## src/rtl/frv_asi_arb.sv

```systemverilog
// rtl/frv_asi_arb.sv - two-requester arbiter/sequencer in front of the shared ASI unit
// Define FRV_ASI_ARB_RR_EN for round-robin arbitration; default build is fixed priority (req0 wins).
module frv_asi_arb #(
  parameter int         XLEN      = 32,
  parameter int         OP        = 4,
  parameter logic [1:0] AES_CLASS = 2'b01
) (
  input  logic            g_clk,
  input  logic            g_reset,
  input  logic            req0_valid,
  input  logic [OP:0]     req0_uop,
  input  logic [XLEN-1:0] req0_rs1,
  input  logic [XLEN-1:0] req0_rs2,
  input  logic [1:0]      req0_shamt,
  output logic            req0_ready,
  output logic [XLEN-1:0] req0_result,
  input  logic            req1_valid,
  input  logic [OP:0]     req1_uop,
  input  logic [XLEN-1:0] req1_rs1,
  input  logic [XLEN-1:0] req1_rs2,
  input  logic [1:0]      req1_shamt,
  output logic            req1_ready,
  output logic [XLEN-1:0] req1_result,
  output logic            asi_valid,
  output logic [OP:0]     asi_uop,
  output logic [XLEN-1:0] asi_rs1,
  output logic [XLEN-1:0] asi_rs2,
  output logic [1:0]      asi_shamt,
  output logic            asi_flush_aessub,
  output logic            asi_flush_aesmix,
  output logic [31:0]     asi_flush_data,
  input  logic            asi_ready,
  input  logic [XLEN-1:0] asi_result
);

  typedef enum logic [1:0] {S_IDLE, S_FLUSH, S_BUSY} state_t;
  localparam logic [1:0] AES_NONE = 2'b10;

  state_t      state_q, state_d;
  logic        owner_q, owner_d;
  logic [1:0]  aes_owner_q, aes_owner_d;
  logic        abort_flush_q, abort_flush_d;
  logic        gnt, gnt_aes, own_valid;
  logic [OP:0] gnt_uop;

`ifdef FRV_ASI_ARB_RR_EN
  logic prio_q, prio_d;
  assign gnt = req1_valid & (~req0_valid | prio_q);
`else
  assign gnt = req1_valid & ~req0_valid;
`endif

  assign gnt_uop        = gnt ? req1_uop : req0_uop;
  assign gnt_aes        = (gnt_uop[OP:OP-1] == AES_CLASS);
  assign own_valid      = owner_q ? req1_valid : req0_valid;
  assign asi_flush_data = 32'd0;

  always_comb begin
    state_d          = state_q;
    owner_d          = owner_q;
    aes_owner_d      = aes_owner_q;
    abort_flush_d    = 1'b0;
`ifdef FRV_ASI_ARB_RR_EN
    prio_d           = prio_q;
`endif
    asi_valid        = 1'b0;
    asi_uop          = '0;
    asi_rs1          = '0;
    asi_rs2          = '0;
    asi_shamt        = '0;
    asi_flush_aessub = 1'b0;
    asi_flush_aesmix = 1'b0;
    req0_ready       = 1'b0;
    req0_result      = '0;
    req1_ready       = 1'b0;
    req1_result      = '0;
    case (state_q)
      S_IDLE: begin
        // An aborted operation leaves AES state dirty; scrub it on the way out.
        asi_flush_aessub = abort_flush_q;
        asi_flush_aesmix = abort_flush_q;
        if (req0_valid | req1_valid) begin
          owner_d = gnt;
          state_d = (gnt_aes && (aes_owner_q != {1'b0, gnt})) ? S_FLUSH : S_BUSY;
        end
      end
      S_FLUSH: begin
        asi_flush_aessub = 1'b1;
        asi_flush_aesmix = 1'b1;
        if (!own_valid) begin
          state_d       = S_IDLE;
          abort_flush_d = 1'b1;
          aes_owner_d   = AES_NONE;
        end else begin
          state_d     = S_BUSY;
          aes_owner_d = {1'b0, owner_q};
        end
      end
      S_BUSY: begin
        asi_valid = 1'b1;
        asi_uop   = owner_q ? req1_uop   : req0_uop;
        asi_rs1   = owner_q ? req1_rs1   : req0_rs1;
        asi_rs2   = owner_q ? req1_rs2   : req0_rs2;
        asi_shamt = owner_q ? req1_shamt : req0_shamt;
        if (owner_q) begin
          req1_ready  = asi_ready;
          req1_result = asi_ready ? asi_result : '0;
        end else begin
          req0_ready  = asi_ready;
          req0_result = asi_ready ? asi_result : '0;
        end
        // Completion wins over a same-cycle valid drop.
        if (asi_ready) begin
          state_d = S_IDLE;
`ifdef FRV_ASI_ARB_RR_EN
          prio_d  = ~owner_q;
`endif
        end else if (!own_valid) begin
          state_d       = S_IDLE;
          abort_flush_d = 1'b1;
          aes_owner_d   = AES_NONE;
        end
      end
      default: state_d = S_IDLE;
    endcase
  end

  always_ff @(posedge g_clk) begin
    if (g_reset) begin
      state_q       <= S_IDLE;
      owner_q       <= 1'b0;
      aes_owner_q   <= AES_NONE;
      abort_flush_q <= 1'b0;
`ifdef FRV_ASI_ARB_RR_EN
      prio_q        <= 1'b0;
`endif
    end else begin
      state_q       <= state_d;
      owner_q       <= owner_d;
      aes_owner_q   <= aes_owner_d;
      abort_flush_q <= abort_flush_d;
`ifdef FRV_ASI_ARB_RR_EN
      prio_q        <= prio_d;
`endif
    end
  end

endmodule

```

## config.mk

```make
export PLATFORM = sky130hd
export DESIGN_NAME = frv_asi_arb
export DESIGN_NICKNAME = d
export VERILOG_FILES = /design/src/rtl/frv_asi_arb.sv
export SDC_FILE = /design/constraint.sdc
export NUM_CORES = 1
export LEC_CHECK = 0
export ABC_AREA = 1
export BUFFER_PORTS_ARGS = -buffer_cell sky130_fd_sc_hd__buf_2
export CAP_MARGIN = 0
export CORE_AREA = 2 2 138 140
export DETAILED_ROUTE_END_ITERATION = 6
export DIE_AREA = 0 0 140 142
export GPL_ROUTABILITY_DRIVEN = 1
export PLACE_DENSITY = 0.45
export SLEW_MARGIN = 20
export SYNTH_ARGS = -nofsm -noshare
export SYNTH_HDL_FRONTEND = slang
export SYNTH_SLANG_ARGS = --single-unit
```

## constraint.sdc

```tcl
create_clock -name g_clk -period 1.4 [get_ports g_clk]
set_input_delay 0.14 -clock g_clk [delete_from_list [all_inputs] [get_ports g_clk]]
set_output_delay 0.14 -clock g_clk [all_outputs]
set_load 0.01 [all_outputs]
```

* Word-level counts from Yosys, hierarchy flattened *
Index checks and enable logic that the tools add are counted.

word-level totals
  bits in registers = 6
  input bits = 179
  output and inout bits = 172

operators by class
  eq/ne operators = 8
  muxes and demuxes = 34
  bitwise logic cells = 3
  reductions and logical operators = 6

operator list
  cell                                                                    count
  32-bit two-way mux                                                      9
  2-bit two-way mux                                                       10
  5-bit two-way mux                                                       3
  1-bit two-way mux                                                       8
  2-bit != test (second input constant)                                   3
  2-bit case mux with 3 select lines                                      1
  2-bit by 1-bit equality test with 1-bit output (second input constant)  2
  1-bit case mux with 2 select lines                                      2
  2-bit case mux with 2 select lines                                      1
  2-bit AND reduction                                                     2
  3-bit != test (second input constant)                                   1
  3-bit AND reduction                                                     1
  2-bit equality test (second input constant)                             1
  2-bit logical NOT                                                       1
  2-bit by 1-bit != test with 1-bit output                                1
  2-bit nonzero test                                                      1
  1-bit AND                                                               1
  1-bit logical AND                                                       1
  1-bit inverter                                                          1
  1-bit OR                                                                1

* Logic depth before layout (Yosys ltp) *
Gate-level depths: netlist (run 1).

  word-level depth = 8
  depth in mapped cells = 9
  mapped depth without buffers = 9

* Least setup slack after synthesis (run 1) *
No wires, ideal clock.

  path type = register -> output
  from = reg state_q[0]
  to = out req0_result[0]
  arrival = 1.494 ns
  setup slack = -0.234 ns
  stages on the path, launching flop included = 9
  path buffers = 2
  path through = dfxtp_1 > inv_1 > ha_1 > buf_4 > nand2_2 > nor2_1 > inv_2 > buf_2 > nor2_1

on the way
  word-level cells in the longest chain between the ends = 2

RTL lines
  what                    RTL line  RTL
  from (decl)             39        state_t state_q, state_d;
  from (signal assigned)  138       state_q <= state_d;
  2-bit equality test     77        case (state_q)
  32-bit two-way mux      77
  to (decl)               16        output logic [XLEN-1:0] req0_result,

Every way passes these cells.

* Worst setup path in the final report (run 1) *
  from = reg state_q[0]
  to = out asi_rs2[1]

on the way
  word-level cells in the longest chain between the ends = 2

RTL lines
  what                 RTL line  RTL
  2-bit equality test  77
  32-bit two-way mux   77
  to (decl)            27        output logic [XLEN-1:0] asi_rs2,

Every way passes these cells.

==> run_results.csv, run 1 <==
group,metric,value,unit
outcome,run_status,"finished with violations",
outcome,violations_in_the_final_reports,"DRC, setup timing",
power,maximum_vdd_drop,323,µV
floorplan,die_height,142,µm
synthesis,yosys.cell_count.top_type,"nor2_1",
synthesis,yosysWarningCount,0,
worst_setup_path,start_kind,"flop",
floorplan,placementRows,50,
clock_tree,clock_path_buffers,2,
clock_tree,cts_made_buffers,3,
sta,worst_slack,-209,ps
clock_tree,post_cts_hold_fix_bufs,0,
clock_tree,clk_root_buffer_cell,"clkbuf_16",
sta,layout_worst_path_cycle_share,1.15,
worst_setup_path,ff2ff_setup_slack,-50,ps
floorplan,fp.dieArea,19900,µm²
worst_setup_path,slowest_stage,"dfxtp_2",
global_route,number_of_antenna_violations_at_the_first_check_in_global_routing,0,
sta,finalHoldViolations,0,
worst_setup_path,timing.critical_path.arrival,1470,ps
floorplan,ios,351,
synthesis,synth.distinct_cells,22,
placement,globalplace.congestion,0.752,
placement,post-dp-hpwl,9520,µm
worst_setup_path,worst-setup-path-type,"reg2out",
placement,port_buffers,318,
clock_tree,clk_latency,220,ps
global_route,grt_remaining_overflow,0,
synthesis,synth_top_cells_by_area,"nor2_1 39%, o21ai_0 18%, buf_4 12%, inv_1 7.9%, dfxtp_1 5.8%",
floorplan,fp.dieW,140,µm
routing,via_per_inst,3.82,
sta,setup_total_negative_slack,-19270,ps
routing,initial_detailed_routing_violation_count,202,
routing,avg_wl_per_cell,13.7,µm
global_route,met1_usage,0.145,
global_route,wire_length_of_the_first_global_routing_pass,19500,µm
sta,layout_min_cycle_time,1610,ps
floorplan,core_region_area,18500,µm²
routing,postRouteWirelength,13800,µm
worst_setup_path,critPathTopFamily,"buffers and inverters",
clock_tree,cts.sinks,6,
global_route,track_usage,0.123,
worst_setup_path,path_buf_inv,4,
worst_setup_path,critical_path.endpoint_type,"output pin",
routing,drc,25,
sta,worst_hold_slack,171,ps
synthesis,synth.avg_cell_area,4.72,µm²
synthesis,synthArstFlopShare,0,
sta,clock.fmax,0.622,GHz
layout,num-fill-cells,1992,
routing,drt_pass1_iterations,6,
synthesis,synth_edf_count,0,
sta,report.final.slew_viol_count,0,
global_route,first_global_vias,3577,
run,max_cap_viol_count,0,
worst_setup_path,worstPathMaxFanout,6,
layout,area_delta_synth_final,167,%
layout,post_route_cells_drive_above_1_share,0.627,
layout,final_net_count,953,
worst_setup_path,critical_path.max_stage_delay,310,ps
synthesis,synth_flop_cell,"dfxtp_1",
power,power.leakage,2.94,nW
routing,vias,3830,
synthesis,synth_area,2090,µm²
synthesis,count_of_mapped_cells_out_of_synthesis,442,
clock_tree,cts.reportedPaths.clkPinSlew,30,ps
hold_path,holdCritPathClass,"in2reg",
synthesis,postSynthRegisterBits,6,
synthesis,synthDominantCellAreaShare,0.385,
power,power-per-cell-area,589,nW/µm²
synthesis,synth_sequential_area_ratio,0.0576,
synthesis,area_leader_netlist,"nor2_1",
clock_tree,cts_tree,"yes",
sta,unrepaired_setup_endpoints_after_global_routing,"true",
global_route,grtUsageMet3,0.0229,
worst_setup_path,critical_path.cell_chain,"inv_2, ha_4, buf_6, buf_8, o21ai_1, nor2_1, buf_2",
global_route,busiest_layer_in_global_routing,"met2",
global_route,groute.layer.met2.usage,0.239,
routing,antenna_violating_nets_post_route,0,
worst_setup_path,crit_required,1260,ps
global_route,grt_max_degree,39,
floorplan,start_util,0.113,
sta,worst_clock_skew,0.377,ps
sta,report.final.setup_viol,138,
layout,antenna_cells_inserted,0,
synthesis,ys_top_cells_by_count,"214 x nor2_1, 73 x o21ai_0, 44 x inv_1",
clock_tree,cts.htree.levels,1,
[worst reg2reg max path, cell delays in order (launching register included)]
cell	delay, ps
dfxtp_2	310
inv_2	70
ha_4	180
buf_12	160
inv_1	60
nor2_2	210
nand2_2	100
nand2_1	90
nand2_1	50
nand2_1	70
a21oi_2	50
[metrics by stage]
stage / total power, mW / std cells / utilization / setup WS [ps] / instance area (µm²)
global placement: 2.08 / 982 / 0.239 / -23.7 / 4410
finish: 3.28 / 1003 / 0.301 / -209 / 5560
floorplan: 1.30 / 473 / - / 28.6 / 2710
global route: 3.53 / 1003 / 0.301 / -276 / 5560
detailed placement: 2.06 / 982 / 0.239 / -33.9 / 4410
CTS: 3.12 / 1000 / 0.288 / -221 / 5320
[worst paths after layout]
kind,start,endpoint,depth (start not counted)
min reg2reg,aes_owner_q[1]$_SDFFE_PP1P_,aes_owner_q[1]$_SDFFE_PP1P_,2
max reg2reg,state_q[0]$_SDFFE_PP0P_,state_q[1]$_SDFFE_PP0P_,10
min,req0_valid,owner_q$_SDFFE_PP0P_,2
max,state_q[0]$_SDFFE_PP0P_,asi_rs2[1],7
[per-layer routing]
metal | up-vias | share of wire
met1 | 1671 | 0.40
met4 | 0 | 0.0075
li1 | 1949 | -
met3 | 12 | 0.068
met5 | - | 0
met2 | 198 | 0.53
[flip-flops by register name (all words and copies together) (netlist names)]
| name | count |
|---|---|
| abort_flush_q | 1 |
| state_q | 2 |
| aes_owner_q | 2 |
| owner_q | 1 |
[cell type report]
cell class	instances	area, µm²	area share
repair buffers	355	2640	0.475
multi-input cells	357	2230	0.402
well taps	234	293	0.0526
inverters	48	193	0.0346
flip-flops and latches	6	125	0.0225
clock buffers	3	75.1	0.0135
[cells in the final DEF (no fill, tap or decap), drive strengths merged]
cell type / synthesis / routed
buf: 46 / 352
nor2: 215 / 215
o21ai: 73 / 73
inv: 48 / 48
conb: 1 / 32
nand2: 20 / 20
clkbuf: 16 / 6
a21oi: 6 / 6
dfxtp: 6 / 6
nand3: 5 / 5
ha: 3 / 3
a211oi: 1 / 1
nand3b: 1 / 1
o211ai: 1 / 1
[report_power, final]
group / total (mW) / switching [mW] / internal (mW)
logic: 2.61 / 1.40 / 1.21
clock network: 0.454 / 0.0884 / 0.366
registers: 0.213 / 0.0250 / 0.188
total: 3.28 / 1.51 / 1.77
[logic make-up after synthesis]
logic type                 share of synthesized area
and+or+nand+nor                                0.452
DFF                                           0.0576
AOI/OAI and AO/OA                              0.200
buffers and inverters                          0.271
adders and majority gates                     0.0180
other                                        0.00180
[what timing repair did]
item | 4_1_cts | 5_1_grt
setup endpoints to repair | 140 | 143
cloned | 9 | 3
setup buffers | 6 | 3
resized for setup | 174 | 53
pin swaps | 14 | 28
No activity file was read; power rests on OpenSTA's default activity.
==> inputs of run 2 (changes only) <==
- ABC_AREA: 1 -> not set
- CAP_MARGIN: 0 -> 20
- CORE_AREA: 2 2 138 140 -> 2 2 135 137
- DIE_AREA: 0 0 140 142 -> 0 0 137 139
- PLACE_DENSITY: 0.45 -> 0.48
==> run 2 against run 1 <==
  * Global-route usage shrank 3.0 points
  * Via count down 15%
  * The flow finishes with violations (setup timing)
  * Sequential cell count unchanged
  * Clock skew is 6.1 ps higher
  * Sequential share of layout area up 0.20 points
  * Non-clock buffer count is 7 higher
  * Highest routed layer unchanged
  * Power decreased by 16%
  * Die area decreased by 4.2%
  * Largest power group unchanged
==> run_results.csv, run 2 <==
group,metric,value,unit
clock_tree,cts.htree.levels,1,
sta,report.final.setup_viol,142,
layout,post_route_cells_drive_above_1_share,0.653,
hold_path,hold_start,"req0_valid",
sta,finalHoldViolations,0,
placement,port_buffers,318,
routing,antenna_violating_nets_post_route,0,
global_route,track_usage,0.0935,
synthesis,synth_area,2280,µm²
sta,clock.fmax,0.630,GHz
synthesis,synth_edf_count,0,
synthesis,synthArstFlopShare,0,
layout,final_net_count,832,
global_route,busiest_layer_in_global_routing,"met2",
sta,layout_worst_path_cycle_share,1.13,
synthesis,count_of_mapped_cells_out_of_synthesis,307,
floorplan,die_height,139,µm
worst_setup_path,slowest_stage,"dfxtp_4",
sta,layout_min_cycle_time,1590,ps
clock_tree,cts.sinks,6,
synthesis,synth.avg_cell_area,7.43,µm²
hold_path,holdCritPathClass,"in2reg",
outcome,violations_in_the_final_reports,"setup timing",
layout,utilization,0.298,
worst_setup_path,crit-reg2reg-capture,"state_q[0]$_SDFFE_PP0P_",
placement,post-dp-hpwl,8440,µm
floorplan,ios,351,
power,power.leakage,2.73,nW
synthesis,synthDominantCellAreaShare,0.312,
synthesis,yosysWarningCount,0,
worst_setup_path,worstReg2RegStart,"owner_q$_SDFFE_PP0P_",
routing,initial_detailed_routing_violation_count,67,
clock_tree,post_cts_hold_fix_bufs,0,
layout,finalNonFillerCells,878,
floorplan,core_region_area,17700,µm²
worst_setup_path,start_kind,"flop",
clock_tree,cts_tree,"yes",
worst_setup_path,ff2ff_setup_slack,-70,ps
synthesis,synth_top_cells_by_area,"mux2i_1 31%, nor2b_1 20%, and2_1 18%, buf_4 11%, dfxtp_1 5.3%",
run,max_cap_viol_count,0,
global_route,wire_length_of_the_first_global_routing_pass,14300,µm
worst_setup_path,worstPathMaxFanout,18,
worst_setup_path,crit_required,1260,ps
floorplan,fp.dieArea,19000,µm²
sta,setup_total_negative_slack,-16120,ps
synthesis,area_leader_netlist,"mux2i_1",
sta,worst_clock_skew,6.45,ps
clock_tree,clock_path_buffers,2,
global_route,grt_max_degree,49,
synthesis,synth_sequential_area_ratio,0.0527,
floorplan,fp.dieW,137,µm
synthesis,synth.distinct_cells,29,
routing,avg_wl_per_cell,13.9,µm
global_route,grt_remaining_overflow,0,
worst_setup_path,ff2ff_path_depth,4,
worst_setup_path,critical_path.cell_chain,"buf_12, mux2i_1, nor2b_4, buf_6",
layout,most_common_library_cell_in_the_layout_ignoring_fill_and_taps,"buf_2",
global_route,first_global_vias,2882,
sta,report.final.slew_viol_count,0,
outcome,run_status,"finished with violations",
layout,area_delta_synth_final,131,%
sta,worst_slack,-187,ps
hold_path,timing.hold.worst_path_depth,2,
clock_tree,clk_root_buffer_cell,"clkbuf_16",
routing,drt_pass1_iterations,4,
worst_setup_path,critical_path.max_stage_delay,430,ps
clock_tree,cts.reportedPaths.clkPinSlew,40,ps
layout,mostFrequentLayoutCells,"292 x buf_2, 56 x nor2b_1, 53 x and2_1",
worst_setup_path,critical_path.endpoint_type,"output pin",
synthesis,ys_top_cells_by_count,"72 x nor2b_1, 71 x mux2i_1, 64 x and2_1",
clock_tree,cts_made_buffers,3,
routing,via_per_inst,3.71,
power,power-per-cell-area,520,nW/µm²
routing,drc,0,
synthesis,synth_flop_cell,"dfxtp_1",
placement,globalplace.congestion,0.749,
worst_setup_path,timing.critical_path.arrival,1450,ps
layout,largest_registers_in_the_final_layout,"aes_owner_q: 2 flops, state_q: 2 flops",
hold_path,worstHoldEndpoint,"owner_q$_SDFFE_PP0P_",
synthesis,postSynthRegisterBits,6,
sta,unrepaired_setup_endpoints_after_global_routing,"true",
floorplan,placementRows,49,
global_route,grtUsageMet3,0.00877,
global_route,met1_usage,0.111,
worst_setup_path,worst-setup-path-type,"reg2out",
routing,vias,3253,
synthesis,yosys.cell_count.top_type,"nor2b_1",
power,maximum_vdd_drop,341,µV
routing,postRouteWirelength,12200,µm
global_route,number_of_antenna_violations_at_the_first_check_in_global_routing,0,
placement,place_inst,850,
layout,antenna_cells_inserted,0,
floorplan,start_util,0.129,
global_route,groute.layer.met2.usage,0.183,
clock_tree,clk_latency,230,ps
## run 2: routing by layer
metal  routed length [µm]  vias up  share of wire
met5                    0        -              0
met1                 4490     1417           0.37
met2                 6780      204           0.56
met4                   36        0         0.0030
met3                  861        4          0.071
li1                     -     1628              -
## run 2: power breakdown
group	internal, mW	leakage (nW)	switching [mW]
clock network	0.378	0.0382	0.104
registers	0.186	0.0507	0.0209
logic	1.15	2.64	0.896
## run 2: final cells by class
type | count | area [µm²]
timing repair buffer | 362 | 2440
multi-input combinational | 273 | 2320
tap | 229 | 287
inverter | 4 | 15.0
sequential | 6 | 129
fill | 1891 | 12400
clock buffer | 4 | 78.8
## run 2: worst max-delay path by stage
stage                                 start                     endpoint  slack [ps]  cells past startpoint
floorplan           state_q[0]$_SDFFE_PP0P_      state_q[0]$_SDFFE_PP0P_          20                      6
global placement    state_q[0]$_SDFFE_PP0P_  aes_owner_q[1]$_SDFFE_PP1P_         -20                      6
detailed placement  state_q[0]$_SDFFE_PP0P_               req0_result[3]         -30                      7
CTS                 state_q[0]$_SDFFE_PP0P_               req1_result[9]        -200                      6
global route           owner_q$_SDFFE_PP0P_                   asi_rs2[2]        -250                      4
finish                 owner_q$_SDFFE_PP0P_                   asi_rs2[2]        -190                      4
## run 2: stage by stage
step | worst slack [ps] | power (mW) | area [µm²] | hold WS, ps
3_3_place_gp | -17.4 | 1.66 | 4190 | 390
2_1_floorplan | 17.3 | 1.03 | 2410 | 209
4_1_cts | -198 | 2.19 | 4350 | 146
6_report | -187 | 2.74 | 5270 | 149
3_5_place_dp | -25.2 | 1.66 | 4190 | 384
5_1_grt | -254 | 2.92 | 5270 | 157
## run 2: logic make-up after synthesis
logic type,synth area share
AOI/OAI and AO/OA,0.0472
adders and majority gates,0.0165
buffers and inverters,0.156
DFF,0.0527
muxes,0.318
other,0.00164
and+or+nand+nor,0.408
## run 2: critical path: cells and delay by family (launching register included)
family	cells	cell delay [ps]
AND/OR/NAND/NOR	1	70
flip-flops	1	430
multiplexers	1	360
buffers and inverters	2	320
## run 2: what timing repair did
action,4_1_cts,5_1_grt
hold endpoints to repair,0,0
cloned,1,11
setup buffers,0,12
resized for setup,18,113
endpoints found under the setup margin,142,141
pin swaps,2,12
==> inputs of run 3 (changes only) <==
- REMOVE_ABC_BUFFERS: not set -> 1
==> run 3 against run 2 <==
  * The flow still finishes with violations (setup timing)
  * Clock skew decreased by 2.8 ps
  * First-iteration DRC count increased by 66%
  * Largest cell class is now multi-input gates
  * Via count decreased by 2.3%
  * Register-to-register slack got worse by 70 ps
  * Critical path type unchanged
  * Sequential share of layout area increased by 0.21 points
==> run_results.csv, run 3 (synthesized netlist as in run 2, its figures left out) <==
group,metric,value,unit
clock_tree,cts_made_buffers,3,
floorplan,start_util,0.129,
layout,largest_registers_in_the_final_layout,"aes_owner_q: 2 flops, state_q: 2 flops",
floorplan,fp.dieArea,19000,µm²
global_route,grt_max_degree,46,
routing,via_per_inst,3.65,
hold_path,hold_start,"req0_valid",
worst_setup_path,cp-endpoint,"req1_result[7]",
power,power.leakage,2.60,nW
layout,mostFrequentLayoutCells,"314 x buf_2, 62 x and2_1, 58 x mux2i_1",
routing,drc,0,
layout,antenna_cells_inserted,0,
clock_tree,cts_tree,"yes",
routing,avg_wl_per_cell,13.2,µm
sta,clock.fmax,0.634,GHz
worst_setup_path,worstReg2RegStart,"owner_q$_SDFFE_PP0P_",
global_route,number_of_antenna_violations_at_the_first_check_in_global_routing,0,
placement,port_buffers,318,
clock_tree,clk_root_buffer_cell,"clkbuf_16",
power,swShare,0.379,
layout,multi_input_gate_area_in_the_final_layout,2140,µm²
worst_setup_path,worst-setup-path-type,"reg2out",
sta,setup_total_negative_slack,-15910,ps
layout,post_route_cells_drive_above_1_share,0.631,
placement,post-dp-hpwl,8730,µm
sta,unrepaired_setup_endpoints_after_global_routing,"true",
placement,place_inst,849,
layout,most_common_library_cell_in_the_layout_ignoring_fill_and_taps,"buf_2",
worst_setup_path,critical_path.endpoint_type,"output pin",
power,power.clock.fraction,0.196,
global_route,met1_usage,0.125,
outcome,run_status,"finished with violations",
global_route,track_usage,0.0992,
placement,detailedPlace.worstSlack,-64.9,ps
power,p_int,1.54,mW
clock_tree,clock_path_buffers,2,
layout,num-fill-cells,1940,
worst_setup_path,worstPathMaxFanout,17,
global_route,grtUsageMet3,0.00950,
worst_setup_path,slowest_stage,"dfxtp_2",
sta,report.final.slew_viol_count,0,
worst_setup_path,start_kind,"flop",
floorplan,placementRows,49,
worst_setup_path,crit-reg2reg-capture,"state_q[0]$_SDFFE_PP0P_",
power,seq_power_share,0.082,
sta,worst_clock_skew,3.64,ps
power,total_power_consumption,2.48,mW
sta,worst_slack,-177,ps
run,max_cap_viol_count,0,
worst_setup_path,crit_path_start,"state_q[0]$_SDFFE_PP0P_",
hold_path,holdCritPathClass,"in2reg",
routing,antenna_violating_nets_post_route,0,
clock_tree,clk_latency,230,ps
worst_setup_path,timing.critical_path.arrival,1440,ps
layout,stdcell_area,4750,µm²
clock_tree,cts.sinks,6,
layout,area.sequential,126,µm²
power,p_comb_frac,0.722,
layout,area_delta_synth_final,108,%
sta,layout_worst_path_cycle_share,1.13,
layout,finalNonFillerCells,871,
worst_setup_path,ff2ff_path_depth,5,
clock_tree,cts.reportedPaths.clkPinSlew,40,ps
power,switching_component_of_the_power,0.941,mW
routing,drt_pass1_iterations,4,
global_route,grt_remaining_overflow,0,
global_route,wire_length_of_the_first_global_routing_pass,15300,µm
power,power-per-cell-area,522,nW/µm²
floorplan,die_height,139,µm
layout,final_net_count,825,
routing,vias,3179,
worst_setup_path,ff2ff_setup_slack,-140,ps
floorplan,core_region_area,17700,µm²
worst_setup_path,crit_required,1260,ps
global_route,first_global_vias,2937,
routing,postRouteWirelength,11500,µm
clock_tree,cts.htree.levels,1,
worst_setup_path,critical_path.max_stage_delay,320,ps
sta,layout_min_cycle_time,1580,ps
global_route,busiest_layer_in_global_routing,"met2",
placement,globalplace.congestion,0.750,
power,maximum_vdd_drop,467,µV
sta,worst_hold_slack,146,ps
worst_setup_path,critical_path.cell_chain,"inv_2, ha_4, and3_4, buf_12, and2_1, buf_2",
floorplan,fp.dieW,137,µm
outcome,violations_in_the_final_reports,"setup timing",
floorplan,ios,351,
routing,initial_detailed_routing_violation_count,111,
layout,utilization,0.269,
global_route,groute.layer.met2.usage,0.184,
sta,finalHoldViolations,0,
sta,report.final.setup_viol,141,
placement,postPlaceCellArea,4150,µm²
==> run 3: worst max-delay path: cells and delay by family (launching register included) <==
kind,cells,cell delay (ps)
fa+ha+maj,1,160
flops,1,320
simple gates,2,380
buf+inv,3,350
==> run 3: power groups by stage <==
stage	Clock [mW]	Combinational (mW)	Sequential, mW
5_1_grt	0.512	1.94	0.205
3_5_place_dp	0	1.44	0.201
6_report	0.486	1.79	0.203
2_1_floorplan	0	0.704	0.269
4_1_cts	0.501	1.59	0.205
3_3_place_gp	0	1.44	0.201
==> run 3: repair_timing <==
action	in CTS	in global routing
pin swaps	4	6
resized for setup	30	43
cloned	2	4
setup endpoints to repair	142	146
setup buffers	9	3
hold buffers	0	0
==> run 3: worst min path at each step <==
stage	slack (ps)	cells past startpoint	endpoint
floorplan	210	1	aes_owner_q[0]$_SDFFE_PP0P_
global placement	390	2	owner_q$_SDFFE_PP0P_
finish	150	2	owner_q$_SDFFE_PP0P_
global route	170	2	owner_q$_SDFFE_PP0P_
detailed placement	390	2	owner_q$_SDFFE_PP0P_
CTS	140	2	owner_q$_SDFFE_PP0P_
==> run 3: routing by layer <==
metal  routed length, µm  vias up
li1                    -     1613
met1                4770     1423
met2                5880      137
met3                 758        6
met4                  53        0
met5                   0        -
==> run 3: cell type report <==
cell class	instances	area share
inverter	4	0.00316
timing repair buffer	355	0.444
multi-input combinational	273	0.450
tap	229	0.0603
clock buffer	4	0.0166
sequential	6	0.0266
